===== src/rtl/sram_req_arbiter_pkg.sv =====
// Shared types and encodings for the two-master SRAM request arbiter.
package sram_req_arbiter_pkg;

    typedef enum logic [1:0] {
        ST_IDLE = 2'd0,
        ST_REQ  = 2'd1,
        ST_RESP = 2'd2
    } state_e;

    localparam logic RW_READ = 1'b0;

    localparam logic MST_IFETCH = 1'b0;
    localparam logic MST_LDST   = 1'b1;

    function automatic logic [1:0] id_to_onehot(input logic id);
        return id ? 2'b10 : 2'b01;
    endfunction

endpackage


===== src/rtl/sram_rr_arb.sv =====
// Two-way grant logic with a last-served pointer; round-robin or fixed
// priority (master 0) on a tie.
module sram_rr_arb (
    input  logic       clk,
    input  logic       reset,
    input  logic [1:0] req,
    input  logic       rr_en,
    input  logic       advance,
    output logic [1:0] gnt
);

    // 1 = master 1 was served last, so master 0 wins the next tie
    logic last_q;

    always_comb begin
        gnt = req;
        if (req == 2'b11) begin
            gnt = (rr_en && !last_q) ? 2'b10 : 2'b01;
        end
    end

    always_ff @(posedge clk) begin
        if (reset) begin
            last_q <= 1'b1;
        end else if (advance && (gnt != 2'b00)) begin
            last_q <= gnt[1];
        end
    end

endmodule


===== src/rtl/sram_req_arbiter.sv =====
// Arbitrates instruction fetch (m0) and load/store (m1) onto the single
// valid/ready port of ext_sram and returns registered read data.
//
//  state   | meaning
//  IDLE    | no request in flight; arbitrate and latch the winner
//  REQ     | valid high, request held until ready
//  RESP    | granted master's ready pulses; pointer moves to the served master
module sram_req_arbiter
    import sram_req_arbiter_pkg::*;
#(
    parameter int ADDR_W = 32,
    parameter int DATA_W = 32,
    parameter bit RR     = 1'b1
) (
    input  logic              clk,
    input  logic              reset,
    input  logic              m0_valid,
    output logic              m0_ready,
    input  logic              m0_rw,
    input  logic [ADDR_W-1:0] m0_addr,
    input  logic [DATA_W-1:0] m0_dtw,
    output logic [DATA_W-1:0] m0_dtr,
    input  logic              m1_valid,
    output logic              m1_ready,
    input  logic              m1_rw,
    input  logic [ADDR_W-1:0] m1_addr,
    input  logic [DATA_W-1:0] m1_dtw,
    output logic [DATA_W-1:0] m1_dtr,
    output logic              valid,
    input  logic              ready,
    output logic              rw,
    output logic [ADDR_W-1:0] addri,
    output logic [DATA_W-1:0] dtw,
    input  logic [DATA_W-1:0] dtr
);

    state_e            state_q;
    logic              gid_q;
    logic              valid_q;
    logic              rw_q;
    logic [ADDR_W-1:0] addr_q;
    logic [DATA_W-1:0] dtw_q;
    logic [DATA_W-1:0] m0_dtr_q;
    logic [DATA_W-1:0] m1_dtr_q;
    logic [1:0]        mrdy_q;

    logic [1:0]        arb_req;
    logic              arb_adv;
    logic [1:0]        gnt;

    // In RESP the arbiter sees only the served master so its pointer records it
    always_comb begin
        arb_req = {m1_valid, m0_valid};
        arb_adv = 1'b0;
        if (state_q == ST_RESP) begin
            arb_req = id_to_onehot(gid_q);
            arb_adv = 1'b1;
        end
    end

    sram_rr_arb u_arb (
        .clk     (clk),
        .reset   (reset),
        .req     (arb_req),
        .rr_en   (RR),
        .advance (arb_adv),
        .gnt     (gnt)
    );

    always_ff @(posedge clk) begin
        if (reset) begin
            state_q  <= ST_IDLE;
            gid_q    <= MST_IFETCH;
            valid_q  <= 1'b0;
            rw_q     <= RW_READ;
            addr_q   <= '0;
            dtw_q    <= '0;
            m0_dtr_q <= '0;
            m1_dtr_q <= '0;
            mrdy_q   <= 2'b00;
        end else begin
            mrdy_q <= 2'b00;
            case (state_q)
                ST_IDLE: begin
                    if (gnt != 2'b00) begin
                        gid_q   <= gnt[1];
                        rw_q    <= gnt[1] ? m1_rw   : m0_rw;
                        addr_q  <= gnt[1] ? m1_addr : m0_addr;
                        dtw_q   <= gnt[1] ? m1_dtw  : m0_dtw;
                        valid_q <= 1'b1;
                        state_q <= ST_REQ;
                    end
                end
                ST_REQ: begin
                    if (ready) begin
                        valid_q <= 1'b0;
                        if (gid_q == MST_LDST) begin
                            m1_dtr_q <= dtr;
                        end else begin
                            m0_dtr_q <= dtr;
                        end
                        mrdy_q  <= id_to_onehot(gid_q);
                        state_q <= ST_RESP;
                    end
                end
                ST_RESP: begin
                    state_q <= ST_IDLE;
                end
                default: begin
                    state_q <= ST_IDLE;
                    valid_q <= 1'b0;
                end
            endcase
        end
    end

    assign valid    = valid_q;
    assign rw       = rw_q;
    assign addri    = addr_q;
    assign dtw      = dtw_q;
    assign m0_ready = mrdy_q[0];
    assign m1_ready = mrdy_q[1];
    assign m0_dtr   = m0_dtr_q;
    assign m1_dtr   = m1_dtr_q;

endmodule


===== config.mk =====
export PLATFORM = sky130hd
export DESIGN_NAME = sram_req_arbiter
export DESIGN_NICKNAME = d
export VERILOG_FILES = /design/src/rtl/sram_req_arbiter_pkg.sv /design/src/rtl/sram_rr_arb.sv /design/src/rtl/sram_req_arbiter.sv
export SDC_FILE = /design/constraint.sdc
export NUM_CORES = 1
export LEC_CHECK = 0
export ABC_AREA = 1
export ABC_CLOCK_PERIOD_IN_PS = 1700
export CORE_MARGIN = 2
export CORE_UTILIZATION = 40
export CTS_CLUSTER_DIAMETER = 50
export DETAILED_ROUTE_END_ITERATION = 10
export HOLD_SLACK_MARGIN = 0.02
export PLACE_DENSITY_LB_ADDON = 0.1
export SYNTH_ARGS = -nofsm -noshare
export SYNTH_HDL_FRONTEND = slang
export SYNTH_SLANG_ARGS = --single-unit

===== constraint.sdc =====
create_clock -name clk -period 1.7 [get_ports clk]
set_input_delay 0.34 -clock clk [delete_from_list [all_inputs] [get_ports clk]]
set_output_delay 0.34 -clock clk [all_outputs]
set_load 0.02 [all_outputs]

==> results.rst, run 1 <==
.. list-table::
   :header-rows: 1

   * - Metric
     - Value
   * - Run status
     - complete, no violations
   * - Boundary Pins
     - around 300
   * - Width of the die
     - between 100 and 150 um
   * - GP Congestion
     - 0.832
   * - Required time at the worst-slack endpoint
     - between 1 and 1.5 ns
   * - Hold Vio Cnt, Final
     - 0
   * - Number of synthesized register bits
     - around 140
   * - Post-route clock period utilization
     - 87.4%
   * - Post-CTS repair timing setup buffer count
     - 0
   * - TritonCTS clock tree
     - yes
   * - List of cells traversed by the critical path
     - dlygate4sd2_1
   * - CTS sink count
     - approximately 140
   * - Post-CTS Hold Fix Bufs
     - 0
   * - Max-cap viol count
     - 0
   * - Average wire per standard cell
     - 14.5 um
   * - Placed Cells
     - around 1300
   * - Category of the most critical setup path
     - flip-flop to output pin
   * - First drt pass iteration count
     - 5
   * - Total count of max-transition violations in the final report
     - 0
   * - Post-synth top area share
     - 45.8%
   * - Worst supply voltage drop on vdd
     - 0.890 mV
   * - Cell area after layout
     - 9700 sq um
   * - Library cells used by synthesis
     - 15
   * - Clock transition time at the flip-flop clock pins of the worst setup and hold paths
     - 0.06 ns
   * - DRC violation total after the first TritonRoute iteration
     - 471
   * - TritonCTS buffer count
     - 17
   * - Non-filler cells in the finished layout
     - 1369
   * - Top cells by count, synth
     - 138 x nand2_1, 137 x nor2_1, 136 x dfxtp_1
   * - Post-Route WL
     - 19800 um
   * - CP max FO
     - 2
   * - Worst max-slew margin expressed relative to the limit
     - about two thirds
   * - Mean instance size in the synthesized netlist
     - around 6.8 sq um
   * - Sequential cell area
     - ~2700 sq um
   * - Area of the die
     - 15900 sq um
   * - Clock latency reported for the late side of the worst-skew pair
     - approximately 0.42 ns
   * - Die Y
     - 126 um
   * - Number of buffers and inverters on the critical path
     - 1
   * - Post-layout min period
     - 1.49 ns
   * - Row cnt
     - 44
   * - Crit path arrival time
     - 1.15 ns
   * - Overflow left after global routing
     - 0
   * - Largest net degree at the start of global routing
     - 52
   * - Share of the yosys chip area belonging to registers
     - 45.8%
   * - Most repeated cell in the gate-level netlist after synthesis
     - nand2_1
   * - Fillers
     - 1340
   * - Pin slew with the least headroom to its limit
     - 0.494 ns
   * - Area growth syn-to-layout
     - 63.2%
   * - Async set-or-reset flop fraction in the synthesized netlist
     - 0%
   * - Antenna diode instance count
     - 0
   * - Initial standard-cell utilization of the core
     - 40.9%
   * - Core region area
     - 14500 sq um
   * - Category of cells accounting for the largest share of critical-path delay
     - flip-flops
   * - Count of flip-flops with a built-in enable after synthesis
     - 0
   * - Via count of the routed design
     - 6487
   * - Cell Area, Placed
     - roughly 9000 sq um
   * - Post_cts resized
     - 123
   * - RSZ-0062 raised after global routing
     - false
   * - Syn Std Cell Area
     - 5940 sq um
   * - Global-route usage over all layers
     - 25.0%
   * - First-pass GRT wire length
     - 32300 um
   * - Top_reg_cell synth
     - dfxtp_1
   * - Clock skew after layout
     - 0.0110 ns
   * - Via count of the first global-routing pass
     - around 6300
   * - Most area-consuming cells after synthesis
     - dfxtp_1 46%, nand3_1 11%, nand2_1 8.7%, nor2_1 8.7%, inv_1 8.5%
   * - Critical path endpoint category
     - output pin
   * - Max stage delay on crit path
     - roughly 0.39 ns
   * - Cell taking the most area after synthesis
     - dfxtp_1
   * - Startpoint types
     - flip-flop
   * - Remaining antenna violation count
     - 0
   * - Synthesized netlist cell count
     - between 800 and 900
   * - Sum of net half-perimeters after detailed placement
     - 13800 um
   * - Multi-input logic area
     - 2400 sq um
   * - Residual DRC count
     - 0
   * - Leakage
     - 5.21 nW
   * - Worst min-delay path category
     - primary input to flip-flop
   * - Vias per std cell
     - 4.74
   * - Final setup fails
     - 0
   * - Critical path's slowest cell
     - dfxtp_1
   * - Largest buffer count on any clock path
     - 2
   * - Max frequency
     - 673 MHz
   * - Port Buffer Count
     - 298
   * - Depth of the CTS H-tree
     - 4
   * - Proportion of layout cells with a drive suffix above 1
     - between 6 and 7%
   * - Clock Root Buffer
     - clkbuf_16
   * - Initial antenna violation count
     - 0
   * - Mapped Nets
     - 1046
   * - Yosys warns
     - 0
   * - Net count reported at finish
     - 1339
   * - Power density over cell area
     - 997 nW/um^2
-- layout by cell type (no fill, tap or decap), types with 3 or more instances in the layout --
master	count
a21oi_1	67
inv_1	135
clkinv_4	3
o21ai_0	65
clkbuf_16	17
dlymetal6s2s_1	9
dlygate4sd2_1	123
nor2_1	135
dfxtp_1	136
buf_12	8
clkdlybuf4s50_1	165
buf_4	30
nand3_1	133
inv_6	5
nand2_2	4
nand2_1	136
-- registers in the layout, summed over array words and instances (netlist names), 2 cells and up --
register  cells
state_q       2
m0_dtr       32
addri        32
m1_dtr       32
mrdy_q        2
dtw          32
-- cell families (layout without fill, tap and decap cells) --
| kind of cell | count (synthesis) | after routing | synth area share (%) |
|---|---|---|---|
| AOI/OAI and AO/OA | 133 | 133 | 11.4 |
| buffers and inverters | 199 | 505 | 14.0 |
| DFF | 136 | 136 | 45.8 |
| and+or+nand+nor | 411 | 411 | 28.9 |
-- path summary, 6_finish.rpt --
| check | cells after the start | end | slack [ns] | from |
|---|---|---|---|---|
| worst max-delay path | 1 | addri[29] | 0.21 | addri[29] |
| worst min-delay path | 3 | mrdy_q[1] | 0.43 | reset |
| worst max register to register | 8 | addri[9] | 0.31 | state_q[0] |
| worst min register to register | 2 | u_arb.last_q | 0.46 | u_arb.last_q |
-- power by group --
| group | leakage, nW | internal (W) | switching [W] |
|---|---|---|---|
| registers | 1.12 | 0.00348 | 0.000137 |
| clock network | 0.290 | 0.00224 | 0.00149 |
| logic | 3.80 | 0.00104 | 0.00128 |
| total | 5.21 | 0.00676 | 0.00291 |
-- metrics by stage --
step	hold slack [ns]	TNS, ns	util (%)	worst slack (ns)	power [W]
floorplan	0.428	0	-	0.382	0.00491
global placement	0.447	-0.0753	63.5	-0.0272	0.00619
detailed placement	0.448	-1.17	63.5	-0.0437	0.00621
CTS	0.411	0	66.6	0.000414	0.00977
global route	0.439	0	66.8	0.103	0.0102
finish	0.431	0	66.8	0.214	0.00967
-- tightest hold or removal path: cells and delay by family --
kind | cells | cell delay (ns)
AND/OR/NAND/NOR | 1 | 0.12
buffers and inverters | 2 | 0.35
-- cell type report --
| class | count | area share (%) |
|---|---|---|
| timing repair buffer | 336 | 33.3 |
| clock buffer | 18 | 4.53 |
| clock inverter | 14 | 1.66 |
| sequential | 136 | 28.1 |
| inverter | 137 | 5.30 |
| multi-input combinational | 544 | 24.8 |
| tap | 184 | 2.37 |
-- per-layer routing --
metal  vias up  global-route usage, %  part of all wire, %
li1       3321                      -                    -
met1      2912                   29.2                   41
met2       234                   42.4                   48
met3        20                   9.94                  9.6
met4         0                   7.05                  1.5
met5         -                      0                    0
No activity file was read; power rests on OpenSTA's default activity.
==> inputs of run 2 (changes only) <==
--- a/config.mk
+++ b/config.mk
@@ -6,9 +6,9 @@
 export NUM_CORES = 1
 export LEC_CHECK = 0
 export ABC_AREA = 1
-export ABC_CLOCK_PERIOD_IN_PS = 1700
+export ABC_CLOCK_PERIOD_IN_PS = 1900
 export CORE_MARGIN = 2
-export CORE_UTILIZATION = 40
+export CORE_UTILIZATION = 44
 export CTS_CLUSTER_DIAMETER = 50
 export DETAILED_ROUTE_END_ITERATION = 10
 export HOLD_SLACK_MARGIN = 0.02
==> constraint.sdc (replaced) <==
create_clock -name clk -period 1.9 [get_ports clk]
set_input_delay 0.38 -clock clk [delete_from_list [all_inputs] [get_ports clk]]
set_output_delay 0.38 -clock clk [all_outputs]
set_load 0.02 [all_outputs]
==> run 2 against run 1 <==
Clock power is 14% lower. Non-clock buffer count is 14 lower. Largest power group is now sequential cells. Final cell count shrank 1.6%. Global-route usage rose by 0.99 points.
==> results.rst, run 2 (synthesized netlist as in run 1, its figures left out) <==
.. list-table::
   :header-rows: 1

   * - Metric
     - Value
   * - Final setup fails
     - 0
   * - Total count of max-transition violations in the final report
     - 0
   * - Core region area
     - 13200 sq um
   * - Via count of the routed design
     - 6455
   * - Worst min-delay path category
     - primary input to flip-flop
   * - Critical path's slowest cell
     - clkdlybuf4s50_1
   * - Leading cell type in the layout, fill and taps excluded
     - clkdlybuf4s50_1
   * - Startpoint types
     - flip-flop
   * - GP Congestion
     - 0.789
   * - Required time at the worst-slack endpoint
     - 1.52 ns
   * - DRC violation total after the first TritonRoute iteration
     - 401
   * - Setup total negative slack
     - 0 ns
   * - First drt pass iteration count
     - 5
   * - First-pass GRT wire length
     - about 30000 um
   * - Setup slack at placement
     - approximately 0.0063 ns
   * - Post-Route WL
     - around 19000 um
   * - List of cells traversed by the critical path
     - clkdlybuf4s50_1
   * - Post-route clock period utilization
     - between 90% and 100%
   * - TritonCTS buffer count
     - 17
   * - Via count of the first global-routing pass
     - 5972
   * - Post-CTS repair timing setup buffer count
     - 0
   * - Depth of the CTS H-tree
     - 4
   * - Total routed wire length on the met1 layer
     - 7390 um
   * - Met3 Wirelength
     - 1910 um
   * - Power density over cell area
     - 894 nW/um^2
   * - Post-route worst setup slack
     - approximately 0.12 ns
   * - Run status
     - complete, no violations
   * - Post-CTS Hold Fix Bufs
     - 0
   * - CP max FO
     - 2
   * - Die Y
     - 120 um
   * - Sum of net half-perimeters after detailed placement
     - between 10000 and 15000 um
   * - Largest buffer count on any clock path
     - 2
   * - Total power
     - 0.00866 W
   * - Number of cells traversed by the worst hold path
     - 3
   * - Minimum hold slack
     - 0.421 ns
   * - Worst Reg2Reg Path Length in Cells
     - 8
   * - Hold Vio Cnt, Final
     - 0
   * - Boundary Pins
     - 299
   * - Number of buffers and inverters on the critical path
     - 1
   * - Overflow left after global routing
     - 0
   * - Category of the most critical setup path
     - flip-flop to output pin
   * - RSZ-0062 raised after global routing
     - false
   * - Worst supply voltage drop on vdd
     - 0.579 mV
   * - Top layer in use
     - met4
   * - Critical path endpoint category
     - output pin
   * - Clock skew after layout
     - 0.00536 ns
   * - Category of cells accounting for the largest share of critical-path delay
     - buffers and inverters
   * - Initial standard-cell utilization of the core
     - between 40% and 50%
   * - Final core utilization
     - 73.1%
   * - Area growth syn-to-layout
     - 62.9%
   * - Crit path arrival time
     - ~1.4 ns
   * - Global-route usage over all layers
     - 26.0%
   * - Remaining antenna violation count
     - 0
   * - Max stage delay on crit path
     - approximately 0.66 ns
   * - Clock latency reported for the late side of the worst-skew pair
     - 0.42 ns
   * - Proportion of layout cells with a drive suffix above 1
     - 5.64%
   * - Worst max-slew margin expressed relative to the limit
     - 62.3%
   * - Clock Root Buffer
     - clkbuf_16
   * - Max frequency
     - 562 MHz
   * - Leakage
     - between 4 and 5 nW
   * - Port Buffer Count
     - approximately 300
   * - Pin slew with the least headroom to its limit
     - 0.565 ns
   * - Met2 WL
     - 9180 um
   * - TritonCTS clock tree
     - yes
   * - Max-cap viol count
     - 0
   * - Antenna diode instance count
     - 0
   * - Vias per std cell
     - 4.79
   * - Post-layout min period
     - about 1.8 ns
   * - Most frequent cells in the layout
     - 297 x clkdlybuf4s50_1, 136 x nand2_1, 136 x dfxtp_1
   * - Average wire per standard cell
     - 14.2 um
   * - Net count reported at finish
     - around 1300
   * - Residual DRC count
     - 0
   * - Number of cells on the critical path
     - 1
   * - CTS sink count
     - about 140
   * - Initial antenna violation count
     - 0
   * - Clock transition time at the flip-flop clock pins of the worst setup and hold paths
     - around 0.060 ns
   * - Area of the die
     - 14500 sq um
   * - Post_cts resized
     - 0
   * - Largest net degree at the start of global routing
     - 67
   * - Row cnt
     - 42
   * - Width of the die
     - 120 um
## run 2: changes by cell type in the layout (fill, tap and decap cells not counted), moves of 2 or more
cell             change
clkdlybuf4s50_1    +132
clkinv_4             -2
dlygate4sd2_1      -123
clkinv_2             +6
inv_6                -4
dlymetal6s2s_1       -9
buf_4               -13
## run 2: stage by stage
stage,instances,instance area (sq um)
after CTS,1347,9690
after global routing,1347,9690
after detailed placement,1315,9100
after global placement,1315,9100
final,1347,9690
after floorplan,879,5940
## run 2: worst paths after layout
| path | startpoint | end | slack (ns) |
|---|---|---|---|
| hold reg to reg | valid | valid | 0.46 |
| setup reg to reg | state_q[1] | dtw[5] | 0.45 |
| hold / removal | reset | valid | 0.42 |
| setup / recovery | dtw[3] | dtw[3] | 0.12 |
## run 2: layer usage
| layer | GRT usage, % | vias to the layer above |
|---|---|---|
| met2 | 43.6 | 245 |
| met3 | 11.3 | 44 |
| met5 | 0 | - |
| met1 | 28.3 | 2880 |
| li1 | - | 3286 |
| met4 | 11.8 | 0 |
## run 2: layout make-up
cell class	instances	area (sq um)
clock buffers	19	453
clock inverters	13	128
fillers	1112	3560
inverters	137	514
multi-input cells	544	2400
flip-flops and latches	136	2720
well taps	176	220
repair buffers	322	3250
## run 2: report_power, final
| part | internal (W) | leakage [nW] | switching (W) |
|---|---|---|---|
| logic | 0.00106 | 3.11 | 0.00114 |
| registers | 0.00311 | 1.12 | 0.000123 |
| clock network | 0.00199 | 0.288 | 0.00123 |
